===== src/rtl/parking_pkg.sv =====
`default_nettype none
// ============================================================================
// Module      : parking_pkg
// Description : Shared definitions for the parking barrier-gate controller
//               and the occupancy counter it feeds: gate FSM state type,
//               default timing constants and lot capacity constants.
// Ports       : none (package)
// Revision    : 1.0 - initial release
// ============================================================================
package parking_pkg;

  // Barrier gate controller states
  typedef enum logic [2:0] {
    ST_IDLE    = 3'd0,
    ST_DENY    = 3'd1,
    ST_OPEN    = 3'd2,
    ST_PASSING = 3'd3,
    ST_DONE    = 3'd4
  } gate_state_t;

  // Default sensor debounce length and open-barrier wait
  localparam int PARK_DEBOUNCE_CYCLES = 4;
  localparam int PARK_OPEN_TIMEOUT    = 20;

  // Lot capacity used by the downstream occupancy counter
  localparam int PARK_TOTAL_CAPACITY  = 700;
  localparam int PARK_GENERAL_MAX     = 500;

  // The barrier stays raised until the cycle after the passage pulse, so
  // DONE is still a raised state.
  function automatic logic gate_is_raised(input gate_state_t s);
    return (s == ST_OPEN) || (s == ST_PASSING) || (s == ST_DONE);
  endfunction

endpackage
`default_nettype wire


===== src/rtl/parking_debounce.sv =====
`default_nettype none
// ============================================================================
// Module      : parking_debounce
// Description : Two-flop synchronizer followed by a consecutive-sample
//               debouncer for one asynchronous lane sensor.
// Ports       : clk    - clock
//               rst_n  - asynchronous active-low reset
//               raw    - asynchronous sensor level
//               level  - synchronized, debounced level (registered)
// Revision    : 1.0 - initial release
// ============================================================================
module parking_debounce
  import parking_pkg::*;
#(
  parameter int DEBOUNCE_CYCLES = PARK_DEBOUNCE_CYCLES
) (
  input  logic clk,
  input  logic rst_n,
  input  logic raw,
  output logic level
);

  localparam int                 c_cnt_w    = $clog2(DEBOUNCE_CYCLES + 1);
  localparam logic [c_cnt_w-1:0] c_cnt_last = c_cnt_w'(DEBOUNCE_CYCLES - 1);

  logic               r_sync1;
  logic               r_sync2;
  logic [c_cnt_w-1:0] r_cnt;
  logic               r_level;

  // r_cnt holds how many consecutive samples have already disagreed with
  // r_level; the sample that would make it DEBOUNCE_CYCLES commits the new
  // level and restarts the count.
  always_ff @(posedge clk or negedge rst_n) begin
    if (!rst_n) begin
      r_sync1 <= 1'b0;
      r_sync2 <= 1'b0;
      r_cnt   <= '0;
      r_level <= 1'b0;
    end else begin
      r_sync1 <= raw;
      r_sync2 <= r_sync1;
      if (r_sync2 == r_level) begin
        r_cnt <= '0;
      end else if (r_cnt == c_cnt_last) begin
        r_level <= r_sync2;
        r_cnt   <= '0;
      end else begin
        r_cnt <= r_cnt + c_cnt_w'(1);
      end
    end
  end

  assign level = r_level;

endmodule
`default_nettype wire


===== src/rtl/parking_gate.sv =====
`default_nettype none
// ============================================================================
// Module      : parking_gate
// Description : Single-lane barrier gate controller. Debounces the request
//               and pass sensors, checks vacancy on entry lanes, drives the
//               barrier and emits one registered event per completed passage.
// Ports       : clk, rst_n       - clock, asynchronous active-low reset
//               req_raw          - passage request sensor (async level)
//               req_is_uni       - requester is a university vehicle
//               pass_raw         - vehicle-under-barrier loop (async level)
//               uni_space_ok     - university vacancy flag from counter
//               gen_space_ok     - general vacancy flag from counter
//               barrier_open     - barrier actuator command
//               car_event        - one-cycle pulse per completed passage
//               car_is_uni       - uni flag of the last accepted request
//               deny             - one-cycle pulse on a rejected request
//               tailgate         - one-cycle pulse on unauthorized passage
//               busy             - controller not idle
// Revision    : 1.0 - initial release
// ============================================================================
module parking_gate
  import parking_pkg::*;
#(
  parameter bit EXIT_GATE       = 1'b0,
  parameter int DEBOUNCE_CYCLES = PARK_DEBOUNCE_CYCLES,
  parameter int OPEN_TIMEOUT    = PARK_OPEN_TIMEOUT
) (
  input  logic clk,
  input  logic rst_n,
  input  logic req_raw,
  input  logic req_is_uni,
  input  logic pass_raw,
  input  logic uni_space_ok,
  input  logic gen_space_ok,
  output logic barrier_open,
  output logic car_event,
  output logic car_is_uni,
  output logic deny,
  output logic tailgate,
  output logic busy
);

  localparam int               c_tmr_w    = $clog2(OPEN_TIMEOUT + 1);
  localparam logic [c_tmr_w-1:0] c_tmr_last = c_tmr_w'(OPEN_TIMEOUT - 1);

  // --------------------------------------------------------------------------
  // Sensor conditioning
  // --------------------------------------------------------------------------
  logic w_req_db;
  logic w_pass_db;
  logic r_req_prev;
  logic r_pass_prev;
  logic w_req_edge;
  logic w_pass_edge;

  parking_debounce #(
    .DEBOUNCE_CYCLES (DEBOUNCE_CYCLES)
  ) u_req_debounce (
    .clk   (clk),
    .rst_n (rst_n),
    .raw   (req_raw),
    .level (w_req_db)
  );

  parking_debounce #(
    .DEBOUNCE_CYCLES (DEBOUNCE_CYCLES)
  ) u_pass_debounce (
    .clk   (clk),
    .rst_n (rst_n),
    .raw   (pass_raw),
    .level (w_pass_db)
  );

  // Previous-level registers update every cycle regardless of state, so an
  // edge seen while busy is consumed rather than replayed later.
  always_ff @(posedge clk or negedge rst_n) begin
    if (!rst_n) begin
      r_req_prev  <= 1'b0;
      r_pass_prev <= 1'b0;
    end else begin
      r_req_prev  <= w_req_db;
      r_pass_prev <= w_pass_db;
    end
  end

  assign w_req_edge  = w_req_db  & ~r_req_prev;
  assign w_pass_edge = w_pass_db & ~r_pass_prev;

  // Exit lanes never consult vacancy.
  logic w_space_ok;
  assign w_space_ok = EXIT_GATE ? 1'b1
                    : (req_is_uni ? uni_space_ok : gen_space_ok);

  // --------------------------------------------------------------------------
  // Gate FSM and open-wait timer
  // --------------------------------------------------------------------------
  gate_state_t        r_state;
  gate_state_t        w_state_next;
  logic [c_tmr_w-1:0] r_timer;
  logic [c_tmr_w-1:0] w_timer_next;
  logic               w_accept;
  logic               w_tailgate_next;

  always_ff @(posedge clk or negedge rst_n) begin
    if (!rst_n) begin
      r_state <= ST_IDLE;
      r_timer <= '0;
    end else begin
      r_state <= w_state_next;
      r_timer <= w_timer_next;
    end
  end

  always_comb begin
    w_state_next    = r_state;
    w_timer_next    = r_timer;
    w_accept        = 1'b0;
    w_tailgate_next = 1'b0;
    case (r_state)
      ST_IDLE: begin
        if (w_req_edge) begin
          if (w_space_ok) begin
            w_accept     = 1'b1;
            w_timer_next = '0;
            w_state_next = ST_OPEN;
          end else begin
            w_state_next = ST_DENY;
          end
        end else if (w_pass_edge) begin
          w_tailgate_next = 1'b1;
        end
      end
      ST_DENY: begin
        w_state_next = ST_IDLE;
      end
      ST_OPEN: begin
        // A vehicle arriving on the last waiting cycle still wins over the
        // timeout.
        if (w_pass_db) begin
          w_state_next = ST_PASSING;
        end else if (r_timer == c_tmr_last) begin
          w_state_next = ST_IDLE;
        end else begin
          w_timer_next = r_timer + c_tmr_w'(1);
        end
      end
      ST_PASSING: begin
        if (!w_pass_db) begin
          w_state_next = ST_DONE;
        end
      end
      ST_DONE: begin
        w_state_next = ST_IDLE;
      end
      default: begin
        w_state_next = ST_IDLE;
      end
    endcase
  end

  // --------------------------------------------------------------------------
  // Registered outputs, decoded from the next state so each output lines up
  // with the state it describes and is free of decode glitches.
  // --------------------------------------------------------------------------
  logic r_barrier_open;
  logic r_car_event;
  logic r_car_is_uni;
  logic r_deny;
  logic r_tailgate;
  logic r_busy;

  always_ff @(posedge clk or negedge rst_n) begin
    if (!rst_n) begin
      r_barrier_open <= 1'b0;
      r_car_event    <= 1'b0;
      r_car_is_uni   <= 1'b0;
      r_deny         <= 1'b0;
      r_tailgate     <= 1'b0;
      r_busy         <= 1'b0;
    end else begin
      r_barrier_open <= gate_is_raised(w_state_next);
      r_car_event    <= (w_state_next == ST_DONE);
      r_deny         <= (w_state_next == ST_DENY);
      r_tailgate     <= w_tailgate_next;
      r_busy         <= (w_state_next != ST_IDLE);
      // Held until the next accepted request so it stays valid around the
      // passage pulse.
      if (w_accept) begin
        r_car_is_uni <= req_is_uni;
      end
    end
  end

  assign barrier_open = r_barrier_open;
  assign car_event    = r_car_event;
  assign car_is_uni   = r_car_is_uni;
  assign deny         = r_deny;
  assign tailgate     = r_tailgate;
  assign busy         = r_busy;

endmodule
`default_nettype wire


===== config.mk =====
export PLATFORM = sky130hd
export DESIGN_NAME = parking_gate
export DESIGN_NICKNAME = d
export VERILOG_FILES = /design/src/rtl/parking_pkg.sv /design/src/rtl/parking_debounce.sv /design/src/rtl/parking_gate.sv
export SDC_FILE = /design/constraint.sdc
export NUM_CORES = 1
export LEC_CHECK = 0
export CORE_UTILIZATION = 59
export CTS_CLUSTER_DIAMETER = 120
export DETAILED_ROUTE_END_ITERATION = 7
export DONT_BUFFER_PORTS = 1
export PLACE_DENSITY_LB_ADDON = 0.15
export SLEW_MARGIN = 15
export SYNTH_ARGS = -nofsm -noshare
export SYNTH_HDL_FRONTEND = slang
export SYNTH_HIERARCHICAL = 1
export SYNTH_SLANG_ARGS = --single-unit

===== constraint.sdc =====
create_clock -name clk -period 2.1 [get_ports clk]
set_clock_uncertainty 0.15 [all_clocks]
set_input_delay 0.42 -clock clk [delete_from_list [all_inputs] [get_ports clk]]
set_output_delay 0.42 -clock clk [all_outputs]
set_load 0.1 [all_outputs]

==> flow_summary_export.csv, run 1 <==
group,metric,value,unit
placement,numPlacedInstances,113,
power_and_ir_drop,peakVddDrop,854,µV
hold_path,hold_path_class,"in -> reg",
sta,min_period,1.89,ns
worst_setup_path,crit_arrival,2.00,ns
logic_synthesis,yosysWarnings,6,
clock_network,root_buffer,"clkbuf_4",
power_and_ir_drop,p_comb_share,38.8,%
global_route,grt_first_pass_wirelength,2520,µm
sta,rsz0062_at_grt,"no",
detailed_routing,routed_wl,1670,µm
power_and_ir_drop,cellLeakagePower,0.000597,µW
global_route,grtUsageTotal,18.0,%
worst_setup_path,startpoint_type,"register",
clock_network,clock-sinks,28,
cells_and_area,antenna_cells,0,
global_route,overflow,0,
sta,max_clock_freq,530,MHz
detailed_routing,first_iter_violations,3,
clock_network,htree_num_levels,1,
die,rows,15,
logic_synthesis,synthCells,81,
status,run_status,"completed",
die,core,1750,µm²
detailed_routing,vias_per_cell,5.51,
worst_setup_path,crit_fanout,10,
clock_network,cts_max_path_buffers,2,
logic_synthesis,synth_cell_types,26,
logic_synthesis,synth_area_leaders,"dfrtp_1 63%, ha_1 3.4%, o21ai_0 3.2%, mux2_2 3.1%, nor3b_1 2.7%",
placement,io_buffers,0,
worst_setup_path,worstSetupPathType,"reg -> reg",
sta,final.setup.tns,0,ns
die,start_util,63.3,%
logic_synthesis,yosysSeqAreaShare,63.4,%
global_route,grt_pass1_vias,617,
placement,dp_hpwl,1180,µm
power_and_ir_drop,switching_share,42.0,%
sta,report.final.slew_viol_count,0,
power_and_ir_drop,cellInternalPower,1080,µW
sta,setup_violations,0,
logic_synthesis,synth_top_cell_by_area,"dfrtp_1",
clock_network,clk_pin_slew_worst_paths,0.14,ns
logic_synthesis,synth-edff-count,0,
logic_synthesis,syn_area,1100,µm²
clock_network,cts_tree,"done",
detailed_routing,vias,667,
power_and_ir_drop,power_switching,780,µW
job,cap_violations,0,
die,dieArea,2050,µm²
sta,hold_viol,0,
die,dieWidth,45.3,µm
detailed_routing,drcViolationCount,0,
logic_synthesis,synth_ff_type,"dfrtp_1",
placement,gp_congestion,0.691,
cells_and_area,num-fill-cells,127,
cells_and_area,finalInstanceArea,1280,µm²
cells_and_area,area_delta_synth_final,15.6,%
cells_and_area,layout.nets,107,
clock_network,worstSkewPairLatency,0.32,ns
worst_setup_path,required,2.21,ns
power_and_ir_drop,p_clk_share,13.7,%
cells_and_area,final_common_cell,"dfrtp_1",
cells_and_area,layoutNonFillerInstCount,121,
sta,relSlewSlack,40.8,%
die,io_pins,13,
cells_and_area,most-common-layout-cells,"28 x dfrtp_1, 8 x buf_4, 7 x o21ai_0",
detailed_routing,wl_per_cell,13.8,µm
clock_network,cts_made_buffers,3,
power_and_ir_drop,seq_power_share,47.5,%
worst_setup_path,endpoint_kind,"register",
detailed_routing,dr.pass1.iters,4,
sta,tightest_slew,0.889,ns
cells_and_area,drive_gt1_share,22.9,%
logic_synthesis,syn_avg_cell_area,13.6,µm²
logic_synthesis,synth-seq-cells,28,
logic_synthesis,async_reset_ff_share,100,%
logic_synthesis,synth_top_area_share,63.4,%
detailed_routing,ant_nets,0,
global_route,antenna_found_initial,0,
sta,final.period_utilization,89.9,%
placement,place_area,1190,µm²
logic_synthesis,synth.net_count,91,
die,die_y,45.3,µm
power_and_ir_drop,p_per_area,1450,nW/µm²
global_route,grt_max_degree,29,
-- cell families after synthesis --
kind of cell | after synthesis | synth area share, %
DFF | 28 | 63.4
and+or+nand+nor | 27 | 18.5
AOI/OAI and AO/OA | 15 | 8.27
muxes | 4 | 4.08
adders and majority gates | 3 | 3.40
xor gates and xnor gates | 2 | 1.59
buffers and inverters | 2 | 0.792
-- area by class of cell --
| class | instances | area (µm²) | share of cell area, % |
|---|---|---|---|
| Tap cell | 25 | 31.3 | 2.45 |
| Clock buffer | 4 | 36.3 | 2.84 |
| Sequential cell | 28 | 701 | 54.8 |
| Multi-Input combinational cell | 51 | 395 | 30.9 |
| Timing Repair Buffer | 12 | 110 | 8.62 |
| Inverter | 1 | 3.75 | 0.294 |
-- path summary, 6_finish.rpt --
| kind | slack [ns] | startpoint | cells after the start | to |
|---|---|---|---|---|
| max in group asynchronous | 1.28 | rst_n | 2 | r_state[0] |
| min in group asynchronous | 0.37 | rst_n | 2 | barrier_open |
| worst max-delay path | 0.21 | r_state[0] | 3 | r_timer[2] |
| worst min register to register | 0.22 | u_pass_debounce/r_sync1 | 0 | u_pass_debounce/r_sync2 |
| worst max register to register | 0.21 | r_state[0] | 3 | r_timer[2] |
| worst min-delay path | 0.08 | req_is_uni | 1 | car_is_uni |
-- registers in the layout, summed over array words and instances, names as in the netlist --
name / cells
barrier_open: 1
busy: 1
car_event: 1
car_is_uni: 1
deny: 1
r_pass_prev: 1
r_req_prev: 1
r_state: 3
r_timer: 5
tailgate: 1
u_pass_debounce/level: 1
u_pass_debounce/r_cnt: 3
u_pass_debounce/r_sync1: 1
u_pass_debounce/r_sync2: 1
u_req_debounce/level: 1
u_req_debounce/r_cnt: 3
u_req_debounce/r_sync1: 1
u_req_debounce/r_sync2: 1
-- cell usage after synthesis (2+ instances only) --
library cell  instances
nor4bb_1              2
o21ai_0               7
and3b_2               2
ha_1                  3
a21o_1                2
nand2b_1              2
mux2_2                3
xnor2_1               2
nor3b_1               4
nand3_1               2
nor3_1                3
or3_1                 4
dfrtp_1              28
nor2b_4               2
nor2_1                2
a21oi_1               3
-- power by group through the flow --
stage	sequential, µW	combinational, µW	clock (µW)
3_3_place_gp	880	693	0
5_1_grt	903	783	274
4_1_cts	879	726	263
3_5_place_dp	892	706	0
6_report	881	721	254
2_1_floorplan	1120	318	0
-- timing repair --
| item | CTS | global route |
|---|---|---|
| hold buffers | 4 | 0 |
| hold endpoints to repair | 30 | 0 |
| buffers inserted | 0 | 0 |
| gates resized for setup | 0 | 0 |
-- per-layer routing --
layer / wire length (µm) / vias to the layer above / GRT usage (%)
met4: 25 / 0 / 9.09
met3: 44 / 4 / 2.40
met2: 869 / 14 / 32.2
met5: 0 / - / 0
li1: - / 322 / -
met1: 725 / 327 / 21.2
-- critical path, stage by stage, from the launching register on --
cell	delay [ns]
dfrtp_1	0.46
or4b_1	0.66
or4_1	0.44
a21oi_1	0.13
-- metrics by stage --
stage                     utilization, %  hold slack [ns]  total power [µW]  setup slack, ns
after floorplan                        -          -0.0256              1440            0.276
after global placement              68.2          -0.0251              1570            0.283
after detailed placement            68.2          -0.0251              1600            0.230
after CTS                           73.2           0.0675              1870            0.200
after global routing                73.2           0.0686              1960            0.108
final                               73.2           0.0827              1860            0.212
Note: power is estimated with default switching activity, not from simulation.
==> run 2: changes to the inputs <==
--- a/config.mk
+++ b/config.mk
@@ -9,6 +9,7 @@
 export CTS_CLUSTER_DIAMETER = 120
 export DETAILED_ROUTE_END_ITERATION = 7
 export DONT_BUFFER_PORTS = 1
+export HOLD_SLACK_MARGIN = 0.06
 export PLACE_DENSITY_LB_ADDON = 0.15
 export SLEW_MARGIN = 15
 export SYNTH_ARGS = -nofsm -noshare
==> results of run 2 <==
No change in the layout: final DEF, timing and power equal those of run 1.
